**config.mk**
```make
export PLATFORM = sky130hd
export DESIGN_NAME = adc_code_decimator
export DESIGN_NICKNAME = d
export VERILOG_FILES = /design/src/rtl/adc_code_decimator.sv
export SDC_FILE = /design/constraint.sdc
export NUM_CORES = 1
export LEC_CHECK = 0
export ABC_CLOCK_PERIOD_IN_PS = 3000
export CORE_ASPECT_RATIO = 0.8
export CORE_MARGIN = 2
export CORE_UTILIZATION = 51
export DETAILED_ROUTE_END_ITERATION = 10
export HOLD_SLACK_MARGIN = 0.02
export PLACE_DENSITY = 0.79
export SLEW_MARGIN = 20
export SYNTH_ARGS = -nofsm -noshare
export SYNTH_HDL_FRONTEND = slang
export SYNTH_SLANG_ARGS = --single-unit
```
**constraint.sdc**
```tcl
create_clock -name clk -period 3 [get_ports clk]
set_input_delay 0.75 -clock clk [delete_from_list [all_inputs] [get_ports clk]]
set_output_delay 0.75 -clock clk [all_outputs]
set_load 0.02 [all_outputs]
```
**src/rtl/adc_code_decimator.sv**
```systemverilog
// adc_code_decimator
//   Decimates the ADC encoder output. It sums windows of 2**LOG2N enabled
//   samples and produces the raw window sum plus a round-half-up mean. Each
//   result goes into a one-entry valid/ready slot. A result that completes
//   while the slot is still full and not being read is discarded, and the
//   loss is counted in a saturating drop counter.
//
//   Optional feature (macro ADC_DEC_MINMAX_EN): adds out_min/out_max, the
//   smallest and largest sample of the window. They are loaded into the slot
//   together with out_sum.
//
// Ports
//   clk        sample clock; all logic is on the rising edge
//   rst        synchronous, active-high reset
//   eout       encoded ADC sample, DW bits
//   en         eout holds a valid sample this cycle
//   clr        clears the open window (accumulator and sample count)
//   out_valid  output slot holds a result
//   out_ready  consumer takes the result when out_valid & out_ready
//   out_data   rounded mean of the window
//   out_sum    raw window sum, DW+LOG2N bits
//   drop_cnt   number of results lost to backpressure (saturating)
//   win_cnt    number of samples taken in the open window
//   out_min    (ADC_DEC_MINMAX_EN) minimum sample of the window
//   out_max    (ADC_DEC_MINMAX_EN) maximum sample of the window
module adc_code_decimator #(
  parameter int DW    = 6,
  parameter int LOG2N = 4,
  parameter int CNTW  = 8
) (
  input  logic                clk,
  input  logic                rst,
  input  logic [DW-1:0]       eout,
  input  logic                en,
  input  logic                clr,
  output logic                out_valid,
  input  logic                out_ready,
  output logic [DW-1:0]       out_data,
  output logic [DW+LOG2N-1:0] out_sum,
  output logic [CNTW-1:0]     drop_cnt,
  output logic [LOG2N-1:0]    win_cnt
`ifdef ADC_DEC_MINMAX_EN
  ,
  output logic [DW-1:0]       out_min,
  output logic [DW-1:0]       out_max
`endif
);

  localparam int SW = DW + LOG2N;

  typedef enum logic {SLOT_EMPTY, SLOT_FULL} slot_t;

  slot_t          state, state_nxt;
  logic [SW-1:0]  acc;
  logic [SW-1:0]  sum;
  logic [SW-1:0]  rnd;
  logic [DW-1:0]  mean;
  logic           complete;
  logic           load;
  logic           drop;

  // Datapath. The window is complete when the sample that fills it arrives.
  // clr overrides a completing sample, so that sample produces no result.
  always_comb begin
    sum      = acc + SW'(eout);
    complete = en && !clr && (win_cnt == '1);
    // The rounding add cannot overflow SW bits: the largest value is
    // (2**DW-1)*N + N/2, which is less than 2**DW * N.
    rnd      = sum + SW'(1 << (LOG2N - 1));
    mean     = rnd[SW-1:LOG2N];
  end

  // Open-window accumulator.
  always_ff @(posedge clk) begin
    if (rst) begin
      acc     <= '0;
      win_cnt <= '0;
    end else if (clr || complete) begin
      acc     <= '0;
      win_cnt <= '0;
    end else if (en) begin
      acc     <= sum;
      win_cnt <= win_cnt + 1'b1;
    end
  end

  // Slot FSM: state register.
  always_ff @(posedge clk) begin
    if (rst) state <= SLOT_EMPTY;
    else     state <= state_nxt;
  end

  // Slot FSM: next state, load and drop decisions.
  always_comb begin
    state_nxt = state;
    load      = 1'b0;
    drop      = 1'b0;
    case (state)
      SLOT_EMPTY: begin
        if (complete) begin
          load      = 1'b1;
          state_nxt = SLOT_FULL;
        end
      end
      SLOT_FULL: begin
        if (complete) begin
          // A read in the same cycle frees the slot, so the new result
          // replaces the old one.
          if (out_ready) load = 1'b1;
          else           drop = 1'b1;
        end else if (out_ready) begin
          state_nxt = SLOT_EMPTY;
        end
      end
      default: state_nxt = SLOT_EMPTY;
    endcase
  end

  // Slot FSM: outputs.
  always_comb begin
    out_valid = (state == SLOT_FULL);
  end

  // Slot payload. It holds its value after the slot empties.
  always_ff @(posedge clk) begin
    if (rst) begin
      out_sum  <= '0;
      out_data <= '0;
    end else if (load) begin
      out_sum  <= sum;
      out_data <= mean;
    end
  end

  always_ff @(posedge clk) begin
    if (rst)                          drop_cnt <= '0;
    else if (drop && drop_cnt != '1)  drop_cnt <= drop_cnt + 1'b1;
  end

`ifdef ADC_DEC_MINMAX_EN
  logic [DW-1:0] run_min, run_max;
  logic [DW-1:0] win_min, win_max;

  // When win_cnt is 0 the sample is the first of a window (after a
  // completion, clr or rst), so it restarts the trackers. This needs no
  // separate "first sample" flag.
  always_comb begin
    win_min = eout;
    win_max = eout;
    if (win_cnt != '0) begin
      if (run_min < eout) win_min = run_min;
      if (run_max > eout) win_max = run_max;
    end
  end

  always_ff @(posedge clk) begin
    if (rst) begin
      run_min <= '0;
      run_max <= '0;
    end else if (en) begin
      run_min <= win_min;
      run_max <= win_max;
    end
  end

  always_ff @(posedge clk) begin
    if (rst) begin
      out_min <= '0;
      out_max <= '0;
    end else if (load) begin
      out_min <= win_min;
      out_max <= win_max;
    end
  end
`endif

endmodule
```
# Word level (Yosys, flattened, before mapping)
# Cells that the tools add are included.
# W data, S select, Z words.
# totals
regBits,39
input_bits,11
output_inout_bits,29
wordCells,28
# classes
addsub,4
eq_ne,2
n_mux,9
bitwise,1
reduce_logical,6
# ops
cell,count
$add A10 B4 Y10 const B,1
$add A10 B6 Y10,1
$add A8 B1 Y8 const B,1
$ne A8 B8 Y1 const B,1
$mux W1,7
$add A4 B1 Y4 const B,1
$eq A4 B4 Y1 const B,1
$pmux W1 S2,2
$logic_and A1 B1 Y1,3
$reduce_or A2 Y1,1
$logic_not A1 Y1,1
$logic_or A1 B1 Y1,1
$not A1 Y1,1

# Depth between registers and ports, before layout
# Gate-level depths: netlist of run 1.
# depth
ltp_word,6
ltp_mapped,9
depth_no_buf,9

# Worst setup path after synthesis of run 1
# Ideal clock, no wire load.
# synth_timing
path_type,input-to-reg
from,input port eout[0]
to,register out_data[5]
setup_time_ns,0.103
t_arrival_ns,2.696
required_ns,2.897
setup_slack_ns,0.201
stages,9
path_buffers,0
path_cell_list,ha_1 > fa_1 > nand3_1 > nand2_1 > xor2_1 > ha_1 > nand4_2 > o311a_1 > a2111oi_2
# synth_via
elab_chain_cells,2
# synth_lines
element,line_no,text
from (decl),33,"input logic [DW-1:0] eout,"
$add A10 B6 Y10,65,sum = acc + SW'(eout);
via sum[4],55,logic [SW-1:0] sum;
$add A10 B4 Y10,69,rnd = sum + SW'(1 << (LOG2N - 1));
to (signal assigned),131,out_data <= mean;
to (decl),38,"output logic [DW-1:0] out_data,"
# The timed path passes the listed nets, and every way through them passes these cells.
# A chain may end at the register's enable or synchronous reset.

# Final worst setup path of run 1
# layout_timing
from,input port eout[1]
to,register out_data[4]
# Same word-level chain as after synthesis.

==> results of run 1 <==
-- what timing repair did --
action | in CTS | in global routing
endpoints found under the setup margin | 0 | 1
gates resized for setup | 0 | 2
buffers inserted | 0 | 0
-- final cells by class --
type                       instances  area, µm²
clock buffer                       5       68.8
clock inverter                     3       67.6
fill                             287       1100
inverter                           1       3.75
multi-input combinational        164       1140
sequential                        39        781
tap                               44       55.1
timing repair buffer              58        533
-- power breakdown --
group | total [µW] | internal [µW] | switching [µW] | leakage [µW]
clock | 522 | 332 | 191 | 0.0000644
sequential | 528 | 523 | 4.80 | 0.000315
combinational | 136 | 67.6 | 68.4 | 0.000629
-- sequential cells by signal, indices dropped and copies added (netlist names) --
| register | count |
|---|---|
| acc | 10 |
| out_data | 6 |
| out_sum | 10 |
| drop_cnt | 8 |
| win_cnt | 4 |
| out_valid | 1 |
-- worst max-delay path by stage --
stage	end	slack, ns	cells past startpoint
final	out_data[4]	0.13	9
after CTS	out_data[5]	0.13	10
after floorplan	out_data[5]	0.20	9
after detailed placement	out_data[5]	-0.18	10
after global placement	out_data[5]	-0.11	10
after global routing	out_data[5]	0.005	9
-- stage by stage --
step	std cells	setup TNS [ns]	instance area (µm²)	worst slack, ns
finish	314	0	2650	0.131
global route	314	0	2650	0.00475
CTS	314	0	2650	0.131
detailed placement	306	-0.321	2510	-0.184
global placement	306	-0.179	2510	-0.105
floorplan	213	0	1960	0.201
-- critical path: stages --
cell	delay [ns]
clkdlybuf4s50_1	0.46
ha_1	0.35
a21o_1	0.19
a21oi_1	0.18
xnor2_1	0.20
buf_4	0.19
nand3_1	0.10
or3_1	0.37
a211o_1	0.27
-- cell families (layout without fill, tap and decap cells) --
| family | after synthesis | count (layout) | share of synthesized area (%) |
|---|---|---|---|
| adders and majority gates | 10 | 10 | 6.75 |
| buffers and inverters | 10 | 67 | 2.29 |
| xor gates and xnor gates | 20 | 20 | 9.68 |
| DFF | 39 | 39 | 39.7 |
| muxes | 7 | 7 | 3.57 |
| AOI/OAI and AO/OA | 45 | 45 | 17.8 |
| and+or+nand+nor | 82 | 82 | 20.2 |
-- cell usage after synthesis (2+ instances only) --
cell type / number / area share, %
a211oi_1: 10 / 3.8
a211oi_2: 2 / 1.3
a21o_1: 4 / 1.5
a21oi_1: 14 / 3.6
and3_1: 2 / 0.64
clkbuf_1: 6 / 1.1
dfxtp_1: 39 / 40
ha_1: 9 / 5.7
mux2i_1: 7 / 3.6
nand2_1: 24 / 4.6
nand2b_1: 2 / 0.64
nand3_1: 3 / 0.76
nand4_1: 3 / 0.96
nand4_2: 3 / 1.9
nor2_1: 33 / 6.3
nor3_1: 2 / 0.51
o21ai_0: 3 / 0.76
o21ai_1: 2 / 0.51
or3_1: 3 / 0.96
xnor2_1: 8 / 3.6
xor2_1: 10 / 4.5
xor2_2: 2 / 1.7
-- layer usage --
layer  track usage [%]  wire (µm)
met3              7.31        204
met2              36.0       2020
met5                 0          0
met4              4.68         34
met1              29.6       2080
==> metrics.md, run 1 <==
| Metric | Value |
|---|---|
| Worst hold path startpoint | out_sum[4] |
| DRC | 0 |
| Area delta synth->final | 35.0% |
| Dominant synthesized flop cell | dfxtp_1 |
| Syn. warnings | 0 |
| DRT iter0 DRCs | 67 |
| Hpwl dp | 3240 µm |
| Die area | 4370 µm² |
| EDFF count, synth | 0 |
| I/O Buffers | 39 |
| Standard-cell rows | 20 |
| DRT Pass-1 Iters | 4 |
| Initial antenna violation count | 0 |
| Worst skew pair latency | 0.30 ns |
| RSZ-0062 raised after global routing | no |
| Wire length per cell | 13.8 µm |
| Nets | 290 |
| Critical Path RT | 3.18 ns |
| Pleak | 0.00101 µW |
| Outcome | complete, no violations |
| Num ports | 40 |
| Final Max Slew Viols | 0 |
| Fin Hold WS | 0.456 ns |
| Reg-to-reg startpoint | acc[1] |
| Max FO, Critical Path | 3 |
| Ys async rst share | 0% |
| Placer Congestion | 0.793 |
| Final Skew | 0.00892 ns |
| Max Buffers Root-to-Sink | 2 |
| Peak supply drop | 0.310 mV |
| Seq/Total Area, Yosys | 39.7% |
| Worst Hold Class | flip-flop to flip-flop |
| #FFs+latches synth | 39 |
| Pin count of the biggest net entering global routing | 23 |
| Hold buffer count at CTS | 0 |
| Die width | 73.4 µm |
| Slew Limit Headroom | 67.6% |
| Detail Route Antenna Nets | 0 |
| Setup violators final | 0 |
| Clk sinks | 39 |
| Fin crit period | 2.87 ns |
| Worst setup path startpoint | eout[1] |
| Worst Max-Slew Pin Slew | 0.484 ns |
| GRT Total Usage | 22.4% |
| Vias in the first global route | 1624 |
| Hold Crit Depth | 2 |
| CP endpoint kind | flip-flop |
| Worst r2r dst | out_data[4] |
| Power Dens Cells | 447 nW/µm² |
| Worst R2R Setup Slack | 0.73 ns |
| Global-route wire length before repair | 7330 µm |
| Post-route clock period utilization | 95.6% |
| Crit start category | primary input |
| Sink of the worst hold path | out_sum[4] |
| Syn_nets | 234 |
| Most frequent cells in the layout | dfxtp_1 (39), clkdlybuf4s50_1 (39), nor2_1 (33) |
| H-tree levels | 2 |
| Grt ovf | 0 |
| R2R depth | 8 |
| Total power | 1190 µW |
| Die Y-Extent | 59.5 µm |
| Diode count | 0 |
| Via count | 1681 |
| Drt via density | 5.35 |
| Core area | 3750 µm² |
| Cells after Synth | 213 |
| Syn Area/Cell | 9.22 µm² |
| Root buf cell | clkbuf_8 |
| CP Class | primary input to flip-flop |
| Max Fclk | 349 MHz |
| CTS Buf Count | 5 |
| Layout cells sized above 1 | 15.9% |
| Max Cap Viol | 0 |
| Crit path arrival time | 3.05 ns |
| Post-synth cell types | 44 |
| Clock-pin slew on the worst setup and hold paths | 0.08 ns |
| Mapped Area | 1960 µm² |
| Final wirelength | 4330 µm |
| CTS tree | yes |
| Hold Fails Final Rpt | 0 |
| Initial Utilization | 52.3% |
| Fin util | 70.7% |
(Power assumes the default switching activity.)
==> run 2: changes to the inputs <==
==> constraint.sdc (replaced) <==
create_clock -name clk -period 3 [get_ports clk]
set_input_delay 0.9 -clock clk [delete_from_list [all_inputs] [get_ports clk]]
set_output_delay 0.9 -clock clk [all_outputs]
set_load 0.05 [all_outputs]
==> metrics.md, run 2 (same netlist as run 1, synthesis figures left out) <==
| Metric | Value |
|---|---|
| CTS Buf Count | 5 (unchanged) |
| Critical Path Max Stage Delay | 0.42 ns (-0.04 ns) |
| Global-route wire length before repair | 7710 µm (+5.1%) |
| Fin crit period | 2.88 ns (+0.00945 ns) |
| Worst skew pair latency | 0.29 ns (about the same) |
| Diode count | 0 (unchanged) |
| Cell internal pwr | 846 µW (-8.2%) |
| Largest regs | acc: 10 flops, out_sum: 10 flops, drop_cnt: 8 flops |
| Clk sinks | 39 (unchanged) |
| Power Dens Cells | 412 nW/µm² (-7.9%) |
| Max FO, Critical Path | 4 (+1) |
| DRT iter0 DRCs | 74 (+10%) |
| Filler Cells Inserted | 282 (-1.7%) |
| Hpwl dp | 3300 µm (+2.0%) |
| Hold buffer count at CTS | 0 (unchanged) |
| Die Y-Extent | 59.5 µm (unchanged) |
| Net Sw Power | 272 µW (+3.3%) |
| Drt via density | 5.44 (+1.7%) |
| Max Fclk | 347 MHz (-0.33%) |
| Buffers and inverters on the worst path | 2 (unchanged) |
| GRT Total Usage | 23.4% (+1.1 points) |
| Worst Hold Class | flip-flop to flip-flop |
| Clock-pin slew on the worst setup and hold paths | 0.08 ns (about the same) |
| Initial Utilization | 52.3% (unchanged) |
| Worst hold path startpoint | out_sum[4] |
| Fin Setup TNS | 0 ns (unchanged) |
| Placer Congestion | 0.817 (+3.0%) |
| Vias in the first global route | 1710 (+5.3%) |
| Pleak | 0.00104 µW (+3.0%) |
| Die width | 73.4 µm (unchanged) |
| Final Max Slew Viols | 0 (unchanged) |
| Slew Limit Headroom | 65.9% (-1.8 points) |
| Net Sw Frac | 24.3% (+2.1 points) |
| R2R depth | 8 (unchanged) |
| Total power | 1120 µW (-5.7%) |
| Crit path arrival time | 3.07 ns (+0.02 ns) |
| Detail Route Antenna Nets | 0 (unchanged) |
| Post-route clock period utilization | 95.9% (+0.32 points) |
| Pin count of the biggest net entering global routing | 23 (unchanged) |
| CTS tree | yes |
| DRT Pass-1 Iters | 4 (unchanged) |
| Final wirelength | 4640 µm (+7.2%) |
| I/O Buffers | 39 (unchanged) |
| Comb pwr share | 13.8% (+2.3 points) |
| Layout cells sized above 1 | 20.0% (+4.1 points) |
| Critical Path RT | 3.19 ns (about the same) |
| Outcome | complete, no violations |
| H-tree levels | 2 (unchanged) |
| Peak supply drop | 0.289 mV (-6.8%) |
| Sequential Power Share | 47.2% (+2.7 points) |
| DRC | 0 (unchanged) |
| Worst Max-Slew Pin Slew | 0.511 ns (+0.0266 ns) |
| Area delta synth->final | 38.3% |
| CP endpoint kind | flip-flop |
| Setup violators final | 0 (unchanged) |
| Final Skew | 0.00741 ns (-0.00151 ns) |
| Max Buffers Root-to-Sink | 2 (unchanged) |
| Num ports | 40 (unchanged) |
| Critical path depth | 9 (unchanged) |
| Final setup margin | 0.122 ns (-0.00945 ns) |
| Initial antenna violation count | 0 (unchanged) |
| Hold Crit Depth | 2 (unchanged) |
| Most common cell after layout, fill and taps aside | dfxtp_1 |
| Largest delay share family, worst path | compound AO/OA/AOI/OAI gates |
| Core area | 3750 µm² (unchanged) |
| Die area | 4370 µm² (unchanged) |
| Reg-to-reg startpoint | acc[1] |
| Max Cap Viol | 0 (unchanged) |
| Grt ovf | 0 (unchanged) |
| Crit start category | primary input |
| Most frequent cells in the layout | dfxtp_1 (39), clkdlybuf4s50_1 (38), nor2_1 (33) |
| Place WS | -0.358 ns (-0.174 ns) |
| Hold Fails Final Rpt | 0 (unchanged) |
| Standard-cell rows | 20 (unchanged) |
| Worst path slowest cell | clkdlybuf4s50_1 |
| Wire length per cell | 14.5 µm (+5.5%) |
| CP cell instances | clkdlybuf4s50_1, ha_2, buf_4, a211oi_4, o21ai_4, o21ai_1, xor2_2, or3_1, a211o_1 |
| Nets | 295 (+1.7%) |
| Clock Power Share | 39.0% (-5.0 points) |
| Via count | 1736 (+3.3%) |
| CP Class | primary input to flip-flop |
| Worst setup path startpoint | eout[0] |
| Root buf cell | clkbuf_8 |
-- run 2: what timing repair did --
action	CTS	global route
gates resized for setup	3	8
buffers inserted	0	0
setup endpoints to repair	2	4
pin swaps	1	7
gates cloned	0	0
endpoints found under the hold margin	0	0
-- run 2: final cells by class --
class | count | area, µm² | area share, %
clock buffer | 5 | 68.8 | 2.53
clock inverter | 3 | 43.8 | 1.61
inverter | 1 | 3.75 | 0.138
multi-input combinational | 164 | 1190 | 43.9
sequential | 39 | 781 | 28.7
tap | 44 | 55.1 | 2.03
timing repair buffer | 63 | 573 | 21.1
-- run 2: path summary, 6_finish.rpt --
check | to | slack [ns]
worst max-delay path | out_data[4] | 0.12
worst min-delay path | out_sum[4] | 0.46
worst max register to register | out_data[4] | 0.84
worst min register to register | out_sum[4] | 0.46
-- run 2: worst register-to-register path, cell delays in order, from the launching register on --
cell and delay (ns):
dfxtp_1 0.42, ha_4 0.24, a21o_1 0.18, a21oi_2 0.15, xnor2_1 0.19, buf_4 0.19
nand3_1 0.08, or3_1 0.35, a211o_1 0.25
-- run 2: metrics by stage --
| stage | hold slack [ns] | utilization [%] | cell area, µm² | cells |
|---|---|---|---|---|
| final | 0.459 | 72.4 | 2720 | 319 |
| after global routing | 0.490 | 72.4 | 2720 | 319 |
| after CTS | 0.458 | 71.2 | 2670 | 319 |
| after detailed placement | 0.446 | 67.9 | 2550 | 311 |
| after global placement | 0.443 | 67.9 | 2550 | 311 |
| after floorplan | 0.465 | - | 1960 | 213 |
-- run 2: metal layers --
metal	vias to the layer above	GRT usage, %	share of wire (%)
met1	806	29.4	46
met3	10	6.80	5.9
met4	0	9.87	1.5
met5	-	0	0
met2	53	38.0	47
li1	867	-	-
-- run 2: power groups by stage --
stage,registers [µW],logic (µW),clock network [µW]
finish,528,155,436
global route,529,169,469
CTS,528,148,448
detailed placement,540,144,0
global placement,540,141,0
floorplan,542,80.0,0
==> run 3: changes to the inputs <==
--- a/config.mk
+++ b/config.mk
@@ -5,7 +5,7 @@
 export SDC_FILE = /design/constraint.sdc
 export NUM_CORES = 1
 export LEC_CHECK = 0
-export ABC_CLOCK_PERIOD_IN_PS = 3000
+export ABC_CLOCK_PERIOD_IN_PS = 3100
 export CORE_ASPECT_RATIO = 0.8
 export CORE_MARGIN = 2
 export CORE_UTILIZATION = 51
==> constraint.sdc (replaced) <==
create_clock -name clk -period 3.1 [get_ports clk]
set_input_delay 0.93 -clock clk [delete_from_list [all_inputs] [get_ports clk]]
set_output_delay 0.93 -clock clk [all_outputs]
set_load 0.05 [all_outputs]
==> metrics.md, run 3 (same netlist as run 1, synthesis figures left out) <==
| Metric | Value |
|---|---|
| Outcome | complete, no violations |
| Die width | 73.4 µm (unchanged) |
| Fin Hold WS | 0.466 ns (+0.00702 ns) |
| Slew Limit Headroom | 66.0% (+0.16 points) |
| Clk sinks | 39 (unchanged) |
| Crit path arrival time | 3.20 ns (+0.13 ns) |
| Via count | 1752 (+0.92%) |
| Peak supply drop | 0.331 mV (+14%) |
| Largest regs | acc: 10 flops, out_sum: 10 flops, drop_cnt: 8 flops |
| H-tree levels | 2 (unchanged) |
| Worst hold path startpoint | out_sum[4] |
| Max Buffers Root-to-Sink | 2 (unchanged) |
| Root buf cell | clkbuf_8 |
| Num ports | 40 (unchanged) |
| Total power | 1170 µW (+4.5%) |
| Pleak | 0.00106 µW (+1.7%) |
| Hpwl dp | 3270 µm (-1.1%) |
| Max Cap Viol | 0 (unchanged) |
| Worst skew pair latency | 0.29 ns (about the same) |
| Initial antenna violation count | 0 (unchanged) |
| Worst r2r dst | out_data[5] |
| Final Skew | 0.00786 ns (+0.000448 ns) |
| Fin crit period | 3.02 ns |
| CTS Buf Count | 5 (unchanged) |
| Grt ovf | 0 (unchanged) |
| Core area | 3750 µm² (unchanged) |
| Most common cell after layout, fill and taps aside | dfxtp_1 |
| Hold Fails Final Rpt | 0 (unchanged) |
| CTS tree | yes |
| Clock-pin slew on the worst setup and hold paths | 0.08 ns (about the same) |
| Placer Congestion | 0.814 (-0.42%) |
| Critical Path RT | 3.29 ns (+0.10 ns) |
| Final Max Slew Viols | 0 (unchanged) |
| Sink of the worst hold path | out_sum[4] |
| Die Y-Extent | 59.5 µm (unchanged) |
| GRT Total Usage | 22.9% (-0.50 points) |
| RSZ-0062 raised after global routing | no |
| Hold Crit Depth | 2 (unchanged) |
| Max Fclk | 332 MHz |
| CP endpoint kind | flip-flop |
| Worst Max-Slew Pin Slew | 0.508 ns (-0.00281 ns) |
| Global-route wire length before repair | 7650 µm (-0.71%) |
| Crit start category | primary input |
| I/O Buffers | 39 (unchanged) |
| Worst R2R Setup Slack | 0.76 ns (-0.08 ns) |
| Diode count | 0 (unchanged) |
| Setup violators final | 0 (unchanged) |
| Nets | 297 (+0.68%) |
| Hold buffer count at CTS | 0 (unchanged) |
| Reg-to-reg startpoint | acc[0] |
| Layout cells sized above 1 | 20.6% (+0.58 points) |
| Standard-cell rows | 20 (unchanged) |
| Wire length per cell | 14.4 µm (-1.3%) |
| DRT Pass-1 Iters | 4 (unchanged) |
| Max FO, Critical Path | 4 (unchanged) |
| Final instance area | 2760 µm² (+1.7%) |
| Pin count of the biggest net entering global routing | 23 (unchanged) |
| Vias in the first global route | 1662 (-2.8%) |
| Fin Setup TNS | 0 ns (unchanged) |
| Power Dens Cells | 423 nW/µm² (+2.8%) |
| CP Class | primary input to flip-flop |
| Area delta synth->final | 40.7% |
| DRC | 0 (unchanged) |
| Post-route clock period utilization | 97.3% |
| DRT iter0 DRCs | 95 (+28%) |
| Detail Route Antenna Nets | 0 (unchanged) |
| DP Area | 2540 µm² (-0.29%) |
| Initial Utilization | 52.3% (unchanged) |
| Die area | 4370 µm² (unchanged) |
| Worst Hold Class | flip-flop to flip-flop |
| Drt via density | 5.46 (+0.29%) |
| Most frequent cells in the layout | dfxtp_1 (39), clkdlybuf4s50_1 (37), nor2_1 (33) |
| R2R depth | 9 (+1) |
| Final wirelength | 4610 µm (-0.69%) |
[run 3: worst max path at each step]
stage	from	to	depth (start not counted)
3_5_place_dp	eout[0]	out_data[5]	10
3_3_place_gp	eout[0]	out_data[5]	10
6_report	eout[3]	out_data[5]	9
2_1_floorplan	eout[0]	out_data[5]	9
4_1_cts	eout[0]	out_data[5]	10
5_1_grt	eout[3]	out_data[5]	9
[run 3: layout make-up]
class                           count  area (µm²)
Clock buffer                        5        68.8
Clock inverter                      3        67.6
Fill cell                         289         990
Inverter                            1        3.75
Multi-Input combinational cell    164        1200
Sequential cell                    39         781
Tap cell                           44        55.1
Timing Repair Buffer               65         591
[run 3: power breakdown]
part | internal [µW] | switching [µW] | total, µW
clock | 321 | 182 | 503
sequential | 506 | 4.81 | 511
combinational | 76.9 | 78.9 | 156
[run 3: timing repair]
item,4_1_cts,5_1_grt
gates cloned,0,0
pin swaps,1,9
setup buffers,0,3
endpoints found under the setup margin,1,2
resized for setup,2,11
[run 3: routing by layer]
layer | track usage (%) | share of wire [%]
met2 | 36.8 | 46
met3 | 4.93 | 4.1
met1 | 31.5 | 48
met4 | 6.23 | 1.6
met5 | 0 | 0
[run 3: worst max-delay path: stages]
cell	delay (ns)
clkdlybuf4s50_1	0.40
ha_1	0.37
a21oi_2	0.23
nand2_2	0.09
xor2_2	0.15
ha_2	0.23
nand4_4	0.10
o311a_1	0.35
a2111oi_2	0.34
[run 3: through the flow]
step                      utilization [%]  cells  setup slack [ns]
final                                73.6    321            0.0844
after global routing                 73.6    321            0.0168
after CTS                            71.5    318            0.0295
after detailed placement             67.7    310            -0.285
after global placement               67.7    310            -0.180
after floorplan                         -    213             0.121
